<file path="src/rtl/stream_out_pkg.sv">
// -----------------------------------------------------------------------------
// stream_out_pkg
// Shared definitions for the output-stream AXI4-Stream master:
//   - state_t      : FSM encodings (IDLE / RUN / FLUSH)
//   - SKID_DEPTH   : entries in the output buffer, which is also the pop credit
//   - QUEUE_RD_LAT : read latency of the BRAM queue, in cycles
//   - SKID_CW      : width of the buffer occupancy count
// -----------------------------------------------------------------------------
package stream_out_pkg;

   typedef enum logic [1:0] {
      ST_IDLE  = 2'd0,
      ST_RUN   = 2'd1,
      ST_FLUSH = 2'd2
   } state_t;

   localparam int SKID_DEPTH   = 3;
   localparam int QUEUE_RD_LAT = 1;
   localparam int SKID_CW      = $clog2(SKID_DEPTH + 1);
   localparam int SKID_PW      = $clog2(SKID_DEPTH);

endpackage

</file>
<file path="src/rtl/stream_out_axis_master_if.sv">
// -----------------------------------------------------------------------------
// stream_out_axis_master_if
// AXI4-Stream bundle between the stream-out master and the DMA S2MM channel.
// Signals:
//   tdata  [DWIDTH-1:0]   beat data
//   tkeep  [DWIDTH/8-1:0] byte enables
//   tvalid                beat valid
//   tlast                 final beat of packet
//   tready                sink ready
// Modports: master (drives data side), slave (drives tready).
// -----------------------------------------------------------------------------
interface stream_out_axis_master_if #(
   parameter int DWIDTH = 128
);
   logic [DWIDTH-1:0]   tdata;
   logic [DWIDTH/8-1:0] tkeep;
   logic                tvalid;
   logic                tlast;
   logic                tready;

   modport master (output tdata, output tkeep, output tvalid, output tlast, input tready);
   modport slave  (input tdata, input tkeep, input tvalid, input tlast, output tready);
endinterface

</file>
<file path="src/rtl/stream_out_skid.sv">
// -----------------------------------------------------------------------------
// stream_out_skid
// Small register FIFO (SKID_DEPTH entries) that absorbs queue data while the
// stream sink applies backpressure. The caller never pushes when full and
// never pops when empty.
// Ports:
//   i_clk, i_rst   clock, synchronous active-low reset
//   push/push_data write one entry at the tail
//   pop            drop the head entry
//   head_data      current head entry
//   count          number of valid entries
// -----------------------------------------------------------------------------
module stream_out_skid
   import stream_out_pkg::*;
#(
   parameter int DWIDTH = 128
) (
   input  logic               i_clk,
   input  logic               i_rst,
   input  logic               push,
   input  logic [DWIDTH-1:0]  push_data,
   input  logic               pop,
   output logic [DWIDTH-1:0]  head_data,
   output logic [SKID_CW-1:0] count
);

   logic [DWIDTH-1:0]    mem_reg [SKID_DEPTH];
   logic [SKID_PW-1:0]   wr_ptr_reg;
   logic [SKID_PW-1:0]   rd_ptr_reg;
   logic [SKID_CW-1:0]   count_reg;
   logic [SKID_DEPTH-1:0] wr_en;

   function automatic logic [SKID_PW-1:0] ptr_inc(input logic [SKID_PW-1:0] p);
      return (p == SKID_PW'(SKID_DEPTH - 1)) ? '0 : p + SKID_PW'(1);
   endfunction

   for (genvar gi = 0; gi < SKID_DEPTH; gi++) begin : g_wr_en
      assign wr_en[gi] = push && (wr_ptr_reg == SKID_PW'(gi));
   end

   always_ff @(posedge i_clk) begin
      if (!i_rst) begin
         for (int i = 0; i < SKID_DEPTH; i++) mem_reg[i] <= '0;
         wr_ptr_reg <= '0;
         rd_ptr_reg <= '0;
         count_reg  <= '0;
      end else begin
         for (int i = 0; i < SKID_DEPTH; i++) begin
            if (wr_en[i]) mem_reg[i] <= push_data;
         end
         if (push) wr_ptr_reg <= ptr_inc(wr_ptr_reg);
         if (pop)  rd_ptr_reg <= ptr_inc(rd_ptr_reg);
         // Simultaneous push and pop leaves occupancy unchanged.
         case ({push, pop})
            2'b10:   count_reg <= count_reg + SKID_CW'(1);
            2'b01:   count_reg <= count_reg - SKID_CW'(1);
            default: count_reg <= count_reg;
         endcase
      end
   end

   assign head_data = mem_reg[rd_ptr_reg];
   assign count     = count_reg;

endmodule

</file>
<file path="src/rtl/stream_out_axis_master.sv">
// -----------------------------------------------------------------------------
// stream_out_axis_master
// Drains the BRAM output queue into an AXI4-Stream master, framing packets of
// a programmed beat count with tlast on the final beat.
// Ports:
//   i_clk, i_rst        clock, synchronous active-low reset
//   i_start, i_len      request one packet of i_len beats (ignored if 0/busy)
//   o_busy, o_done      packet in progress / one-cycle completion pulse
//   i_q_empty           queue empty flag
//   o_q_dequeue         queue pop (data returns QUEUE_RD_LAT cycles later)
//   i_q_data            queue read data
//   m_axis              AXI4-Stream master bundle
// -----------------------------------------------------------------------------
module stream_out_axis_master
   import stream_out_pkg::*;
#(
   parameter int DWIDTH  = 128,
   parameter int LEN_BIT = 16
) (
   input  logic                i_clk,
   input  logic                i_rst,
   input  logic                i_start,
   input  logic [LEN_BIT-1:0]  i_len,
   output logic                o_busy,
   output logic                o_done,
   input  logic                i_q_empty,
   output logic                o_q_dequeue,
   input  logic [DWIDTH-1:0]   i_q_data,
   stream_out_axis_master_if.master m_axis
);

   state_t                    state_reg;
   logic [LEN_BIT-1:0]        len_reg;
   logic [LEN_BIT-1:0]        issued_reg;
   logic [LEN_BIT-1:0]        sent_reg;
   logic [QUEUE_RD_LAT-1:0]   inflight_reg;
   logic                      busy_reg;
   logic                      done_reg;

   logic [SKID_CW-1:0]        buf_count;
   logic [DWIDTH-1:0]         head_data;
   logic [SKID_CW:0]          credits_used;
   logic                      q_dequeue;
   logic                      tvalid;
   logic                      tlast;
   logic                      beat_hs;
   logic                      last_hs;

   // A pop is only issued when the buffer is guaranteed a free slot for its
   // data, counting the pop whose read is still in flight.
   assign credits_used = {1'b0, buf_count} + (SKID_CW + 1)'(inflight_reg[QUEUE_RD_LAT-1]);
   assign q_dequeue    = (state_reg == ST_RUN) && !i_q_empty && (issued_reg < len_reg) &&
                         (credits_used < (SKID_CW + 1)'(SKID_DEPTH));

   assign tvalid  = (buf_count != '0);
   assign tlast   = tvalid && (sent_reg == len_reg - LEN_BIT'(1));
   assign beat_hs = tvalid && m_axis.tready;
   assign last_hs = beat_hs && tlast;

   stream_out_skid #(
      .DWIDTH (DWIDTH)
   ) u_skid (
      .i_clk     (i_clk),
      .i_rst     (i_rst),
      .push      (inflight_reg[QUEUE_RD_LAT-1]),
      .push_data (i_q_data),
      .pop       (beat_hs),
      .head_data (head_data),
      .count     (buf_count)
   );

   always_ff @(posedge i_clk) begin
      if (!i_rst) begin
         state_reg    <= ST_IDLE;
         len_reg      <= '0;
         issued_reg   <= '0;
         sent_reg     <= '0;
         inflight_reg <= '0;
         busy_reg     <= 1'b0;
         done_reg     <= 1'b0;
      end else begin
         inflight_reg <= q_dequeue;
         done_reg     <= 1'b0;
         if (q_dequeue) issued_reg <= issued_reg + LEN_BIT'(1);
         if (beat_hs)   sent_reg   <= sent_reg + LEN_BIT'(1);
         case (state_reg)
            ST_IDLE: begin
               if (i_start && (i_len != '0)) begin
                  len_reg    <= i_len;
                  issued_reg <= '0;
                  sent_reg   <= '0;
                  busy_reg   <= 1'b1;
                  state_reg  <= ST_RUN;
               end
            end
            ST_RUN: begin
               // Last pop issued: only draining remains.
               if (q_dequeue && (issued_reg + LEN_BIT'(1) == len_reg)) state_reg <= ST_FLUSH;
            end
            ST_FLUSH: begin
               if (last_hs) begin
                  state_reg <= ST_IDLE;
                  busy_reg  <= 1'b0;
                  done_reg  <= 1'b1;
               end
            end
            default: state_reg <= ST_IDLE;
         endcase
      end
   end

   assign o_busy        = busy_reg;
   assign o_done        = done_reg;
   assign o_q_dequeue   = q_dequeue;
   assign m_axis.tdata  = head_data;
   assign m_axis.tkeep  = '1;
   assign m_axis.tvalid = tvalid;
   assign m_axis.tlast  = tlast;

endmodule
</file>
<file path="src/flat_wrapper.sv">
// flat-port wrapper written by rule: the top's interface ports become plain ports
module stream_out_axis_master_flat import stream_out_pkg::*;
#(
   parameter int DWIDTH  = 128,
   parameter int LEN_BIT = 16
)
  (i_clk, i_rst, i_start, i_len, o_busy, o_done, i_q_empty, o_q_dequeue, i_q_data, m_axis_tdata, m_axis_tkeep, m_axis_tvalid, m_axis_tlast, m_axis_tready);
  stream_out_axis_master_if #(.DWIDTH(DWIDTH)) m_axis_i ();
  input  logic i_clk;
  input  logic i_rst;
  input  logic i_start;
  input  logic [LEN_BIT-1:0] i_len;
  output logic o_busy;
  output logic o_done;
  input  logic i_q_empty;
  output logic o_q_dequeue;
  input  logic [DWIDTH-1:0] i_q_data;
  output wire logic [$bits(m_axis_i.tdata)-1:0] m_axis_tdata;
  output wire logic [$bits(m_axis_i.tkeep)-1:0] m_axis_tkeep;
  output wire logic [$bits(m_axis_i.tvalid)-1:0] m_axis_tvalid;
  output wire logic [$bits(m_axis_i.tlast)-1:0] m_axis_tlast;
  input wire logic [$bits(m_axis_i.tready)-1:0] m_axis_tready;
  assign m_axis_tdata = m_axis_i.tdata;
  assign m_axis_tkeep = m_axis_i.tkeep;
  assign m_axis_tvalid = m_axis_i.tvalid;
  assign m_axis_tlast = m_axis_i.tlast;
  assign m_axis_i.tready = m_axis_tready;
  stream_out_axis_master #(.DWIDTH(DWIDTH), .LEN_BIT(LEN_BIT)) u_core (.i_clk(i_clk), .i_rst(i_rst), .i_start(i_start), .i_len(i_len), .o_busy(o_busy), .o_done(o_done), .i_q_empty(i_q_empty), .o_q_dequeue(o_q_dequeue), .i_q_data(i_q_data), .m_axis(m_axis_i));
endmodule
</file>
<file path="config.mk">
export PLATFORM = sky130hd
export DESIGN_NAME = stream_out_axis_master_flat
export DESIGN_NICKNAME = d
export VERILOG_FILES = /design/src/rtl/stream_out_pkg.sv /design/src/rtl/stream_out_axis_master_if.sv /design/src/rtl/stream_out_skid.sv /design/src/rtl/stream_out_axis_master.sv /design/src/flat_wrapper.sv
export SDC_FILE = /design/constraint.sdc
export NUM_CORES = 1
export LEC_CHECK = 0
export ABC_AREA = 1
export BUFFER_PORTS_ARGS = -buffer_cell sky130_fd_sc_hd__buf_2
export CELL_PAD_IN_SITES_DETAIL_PLACEMENT = 1
export CELL_PAD_IN_SITES_GLOBAL_PLACEMENT = 2
export CORE_ASPECT_RATIO = 0.75
export CORE_UTILIZATION = 30
export DETAILED_ROUTE_END_ITERATION = 6
export HOLD_SLACK_MARGIN = 0.1
export PLACE_DENSITY_LB_ADDON = 0.1
export SETUP_SLACK_MARGIN = 0.4
export SYNTH_ARGS = -nofsm -noshare
export SYNTH_HDL_FRONTEND = slang
export SYNTH_SLANG_ARGS = --single-unit
</file>
<file path="constraint.sdc">
create_clock -name i_clk -period 16.91 [get_ports i_clk]
set_input_delay 0.8455 -clock i_clk [delete_from_list [all_inputs] [get_ports i_clk]]
set_output_delay 0.8455 -clock i_clk [all_outputs]
set_load 0.02 [all_outputs]
</file>
Word level (Yosys, flattened, before mapping)
Memory sizes are Yosys's and may differ from the RTL's. A register that Yosys moved wholly into a read port is not among the register bits.
Cells that the tools add are included.
- logic and storage cells: 90
- register bits: 59
- bits in writable memories: 384
- memories kept: 1
- input port bits: 149
- memory list (memory ; words ; bits a word ; rd ports ; clocked after Yosys merged registers in ; write ports ; line ; text):
    u_core.u_skid.mem_reg ; 3 ; 128 ; 1 ; 1 ; 3 ; stream_out_skid.sv:27 ; logic [DWIDTH-1:0] mem_reg [SKID_DEPTH];
- multiplexer cells: 32
- reduce and logical (&&, ||, !) cells: 22
- bitwise operators: 3
- eq/ne operators: 12
- $lt $le $gt $ge: 2
- add/sub/neg operators: 8
- operators with widths (kind ; count):
    128-bit two-way mux ; 3
    16-bit two-way mux ; 6
    16-bit by 1-bit adder with 16-bit output (second input constant) ; 2
    16-bit == test ; 2
    16-bit < comparator ; 1
    16-bit nonzero test ; 1
    16-bit by 1-bit subtractor with 16-bit output (second input constant) ; 1
    2-bit two-way mux ; 7
    1-bit two-way mux ; 13
    1-bit logical AND ; 11
    2-bit == test (second input constant) ; 4
    2-bit by 1-bit adder with 2-bit output (second input constant) ; 3
    2-bit by 1-bit == test with 1-bit output (second input constant) ; 3
    2-bit case mux with 3 select lines ; 1
    3-bit AND reduction ; 2
    2-bit nonzero test ; 3
    2-bit logical NOT ; 2
    2-bit by 1-bit != test with 1-bit output (second input constant) ; 2
    2-bit case mux with 2 select lines ; 1
    2-bit AND reduction ; 2
    2-bit by 1-bit adder with 3-bit output ; 1
    3-bit by 2-bit < comparator with 1-bit output (second input constant) ; 1
    1-bit bitwise OR ; 3
    2-bit != test (second input constant) ; 1
    other kinds (3) ; 3

Depth between registers and ports, before layout
- word-level depth: 7
- gate-level depth with buffers: 15
- mapped depth without buffers: 15

Cells and area by module
Synthesis repeated with hierarchy kept, for this count alone.
- cell total of the unflattened synthesis: 1851
- area total of the unflattened synthesis: 19458.7 um^2
- modules (own cells, without submodules) (module ; cells each ; times used ; sequential area each (um^2) ; area each (um^2)):
    stream_out_skid ; 1268 ; 1 ; 11691.2 ; 15453.6
    stream_out_axis_master ; 583 ; 1 ; 1061.0 ; 4005.1

Worst setup path before layout
OpenSTA, ideal clock, no wires.
- kind: reg2reg
- start point: reg u_core.inflight_reg
- end point: mem u_core.u_skid.mem_reg[2][0] (enable)
- path buffers: 0
- arrival time: 9.833 ns
- cell stages (with the launch flop): 3
- path slack: 6.274 ns
- path through: dfxtp_1 inv_1 o31ai_1
- RTL lines (item ; line ; text):
    from (decl) ; stream_out_axis_master.sv:36 ; logic [QUEUE_RD_LAT-1:0] inflight_reg;
    from (signal assigned) ; stream_out_axis_master.sv:82 ; inflight_reg <= q_dequeue;
    to (decl) ; stream_out_skid.sv:27 ;

==> metrics.txt <==
status=finished, final reports clean; clock buffer depth=3; row count=a little under 80; total gr overflow=0; Final period util=approximately 25%; Yosys cell types=38; Residual DRC=0; Layout Skew=0.0268 ns; Crit. End Element=output port; type of element launching the critical path=flip-flop; #FFs+latches synth=roughly 450; max-slew violations=0; Seq/Total Area, Yosys=approximately two thirds; Max Cap Viol=0; Setup WS post-layout=between 10 and 15 ns; unrepaired setup endpoints after global routing=no; final hold vios=0; Final Critical Period=4.30 ns; worst skew pair latency=0.59 ns; worst path cell trace=inv_4 -> buf_4 -> nand2_1 -> a21oi_1 -> buf_2; CTS resizes=0; pwr dens=around 120 nW/um^2; Post-Syn Area per Cell=a little over 10 sq um; 1st-iter DRT viols=roughly 660; drt pass-1 iters=4; nets=between 2k and 2.5k; post-CTS setup buffer count=0; crit path DAT=3.45 ns; Peak VDD IR=around 0.063 mV; DPL Wire Length=~35 mm; Final ANT Viol Nets=0; Netlist Area Pre-Place=19200 sq um; slowest CP cell=buf_4; Crit Path Max Fanout=70; Root Buffer=clkbuf_16; worst slew pin tran=between 1 and 1.5 ns; core area=around 63000 sq um; vias in the first global route=between 10k and 15k; delay-heaviest family, CP=buffers and inverters; Antenna Cells=0; Post-Place Setup Slack=around 13 ns; design area=23000 sq um; Synth Flop Type=edfxtp_1; first-pass GRT wire length=~86 mm; max reg flops=384; DIE AREA=64900 sq um; Post-synth EDFFs=around 380; sum of negative setup slack=0 ns; CTS tree=yes; async set-reset flop share out of synthesis=0%; commonest cells after routing, fill and taps aside=384 x edfxtp_1, 347 x nor2_1, 296 x a21oi_1; fmax=about 230 MHz; area grow syn2layout=20.0%; CP Buf/Inv Count=3; clock-pin slew on the worst setup and hold paths=roughly 0.06 ns; Vias=between 10k and 15k; Slew headroom=12.0%; fraction of layout cells with a size suffix above 1=18.1%; H-tree depth=2; initial core utilization=a little under a third; routed len/inst=roughly 19 microns; WL final=between 50 and 60 mm; Synthesis Warnings=0; Clock Sinks=445; CTS Buf Count=49; leakage=just under 10 nW; largest net degree at the start of global routing=~130; vias per cell=4.60; commonest non-fill, non-tap cell in the layout=edfxtp_1; GP Congestion=0.749; Crit path required time=~16 ns; GR Util All Layers=between 10% and 20%; initial antenna violation count=7; Post-Syn Instances=1869; Worst R2R Setup Slack=~14 ns; PortBufs=~280; # setup viols final=0; Crit Path Category=reg -> out; hold_buf cts=0; DP Area=21400 sq um; Die W=between 200 and 300 microns; CP max stage delay=0.81 ns; Die Y=221 microns; min-delay worst type=reg -> reg; IO Pins=298
kinds of logic after synthesis:
group | share of synthesized area, %
buf+inv | 6.26
flops | 66.5
fa+ha+maj | 1.44
other cells | 0.0196
xor+xnor | 0.894
compound gates | 9.48
simple gates | 15.4
per-layer routing:
metal / track usage (%) / routed length, microns / part of all wire (%)
met1: 23.6 / 26600 / 47
met2: 27.6 / 25600 / 46
met3: 3.76 / 2850 / 5.1
met4: 3.85 / 1000 / 1.8
met5: 0 / 81 / 0.14
through the flow:
step / hold WS (ns) / std cells / power (mW) / util, %
3_5_place_dp: 0.461 / 2932 / 1.70 / 34.2
4_1_cts: 0.470 / 3021 / 2.77 / 36.7
5_1_grt: 0.509 / 3021 / 2.84 / 36.7
2_1_floorplan: 0.444 / 1884 / 1.54 / -
3_3_place_gp: 0.449 / 2932 / 1.69 / 34.2
6_report: 0.468 / 3021 / 2.72 / 36.7
where the power goes:
| group | internal [mW] | switching [mW] |
|---|---|---|
| clock network | 0.608 | 0.449 |
| registers | 1.25 | 0.0314 |
| logic | 0.115 | 0.273 |
synth_stat cells, types with 10 or more instances:
cell | number | share of area [%]
edfxtp_1 | 384 | 60
nand2_1 | 287 | 5.6
buf_4 | 16 | 0.63
nand3_1 | 55 | 1.4
nor3_1 | 10 | 0.26
a21oi_1 | 296 | 7.7
a211oi_1 | 12 | 0.47
nor2_1 | 347 | 6.8
clkbuf_1 | 74 | 1.4
xor2_1 | 10 | 0.46
inv_1 | 200 | 3.9
ha_1 | 22 | 1.4
dfxtp_1 | 61 | 6.4
o21ai_0 | 32 | 0.84
path summary, 6_finish.rpt:
kind,start,to,depth (start not counted)
setup / recovery,flip-flop,m_axis_tdata[93],5
hold / removal,u_core.o_busy$_SDFFE_PN0P_,u_core.o_busy$_SDFFE_PN0P_,2
setup reg to reg,u_core.len_reg[12]$_SDFFE_PN0P_,u_core.state_reg[0]$_SDFFE_PN0P_,13
hold reg to reg,u_core.o_busy$_SDFFE_PN0P_,u_core.o_busy$_SDFFE_PN0P_,2
final cells by class:
type	instances	area [sq um]
Clock buffer	54	1240
Clock inverter	35	319
Fill cell	7091	39600
Inverter	205	779
Multi-Input combinational cell	1137	5300
Sequential cell	445	12800
Tap cell	850	1060
Timing Repair Buffer	295	1520
worst register-to-register path: stages (launching register included):
cell	delay [ns]
dfxtp_1	0.51
inv_1	0.10
ha_1	0.19
nand2_1	0.06
inv_1	0.04
o21ai_0	0.15
nand2_1	0.10
a21oi_1	0.33
nand4_1	0.14
buf_4	0.26
inv_1	0.40
nand3_1	0.22
nand2_1	0.10
a21oi_1	0.06
(Power assumes the default switching activity.)
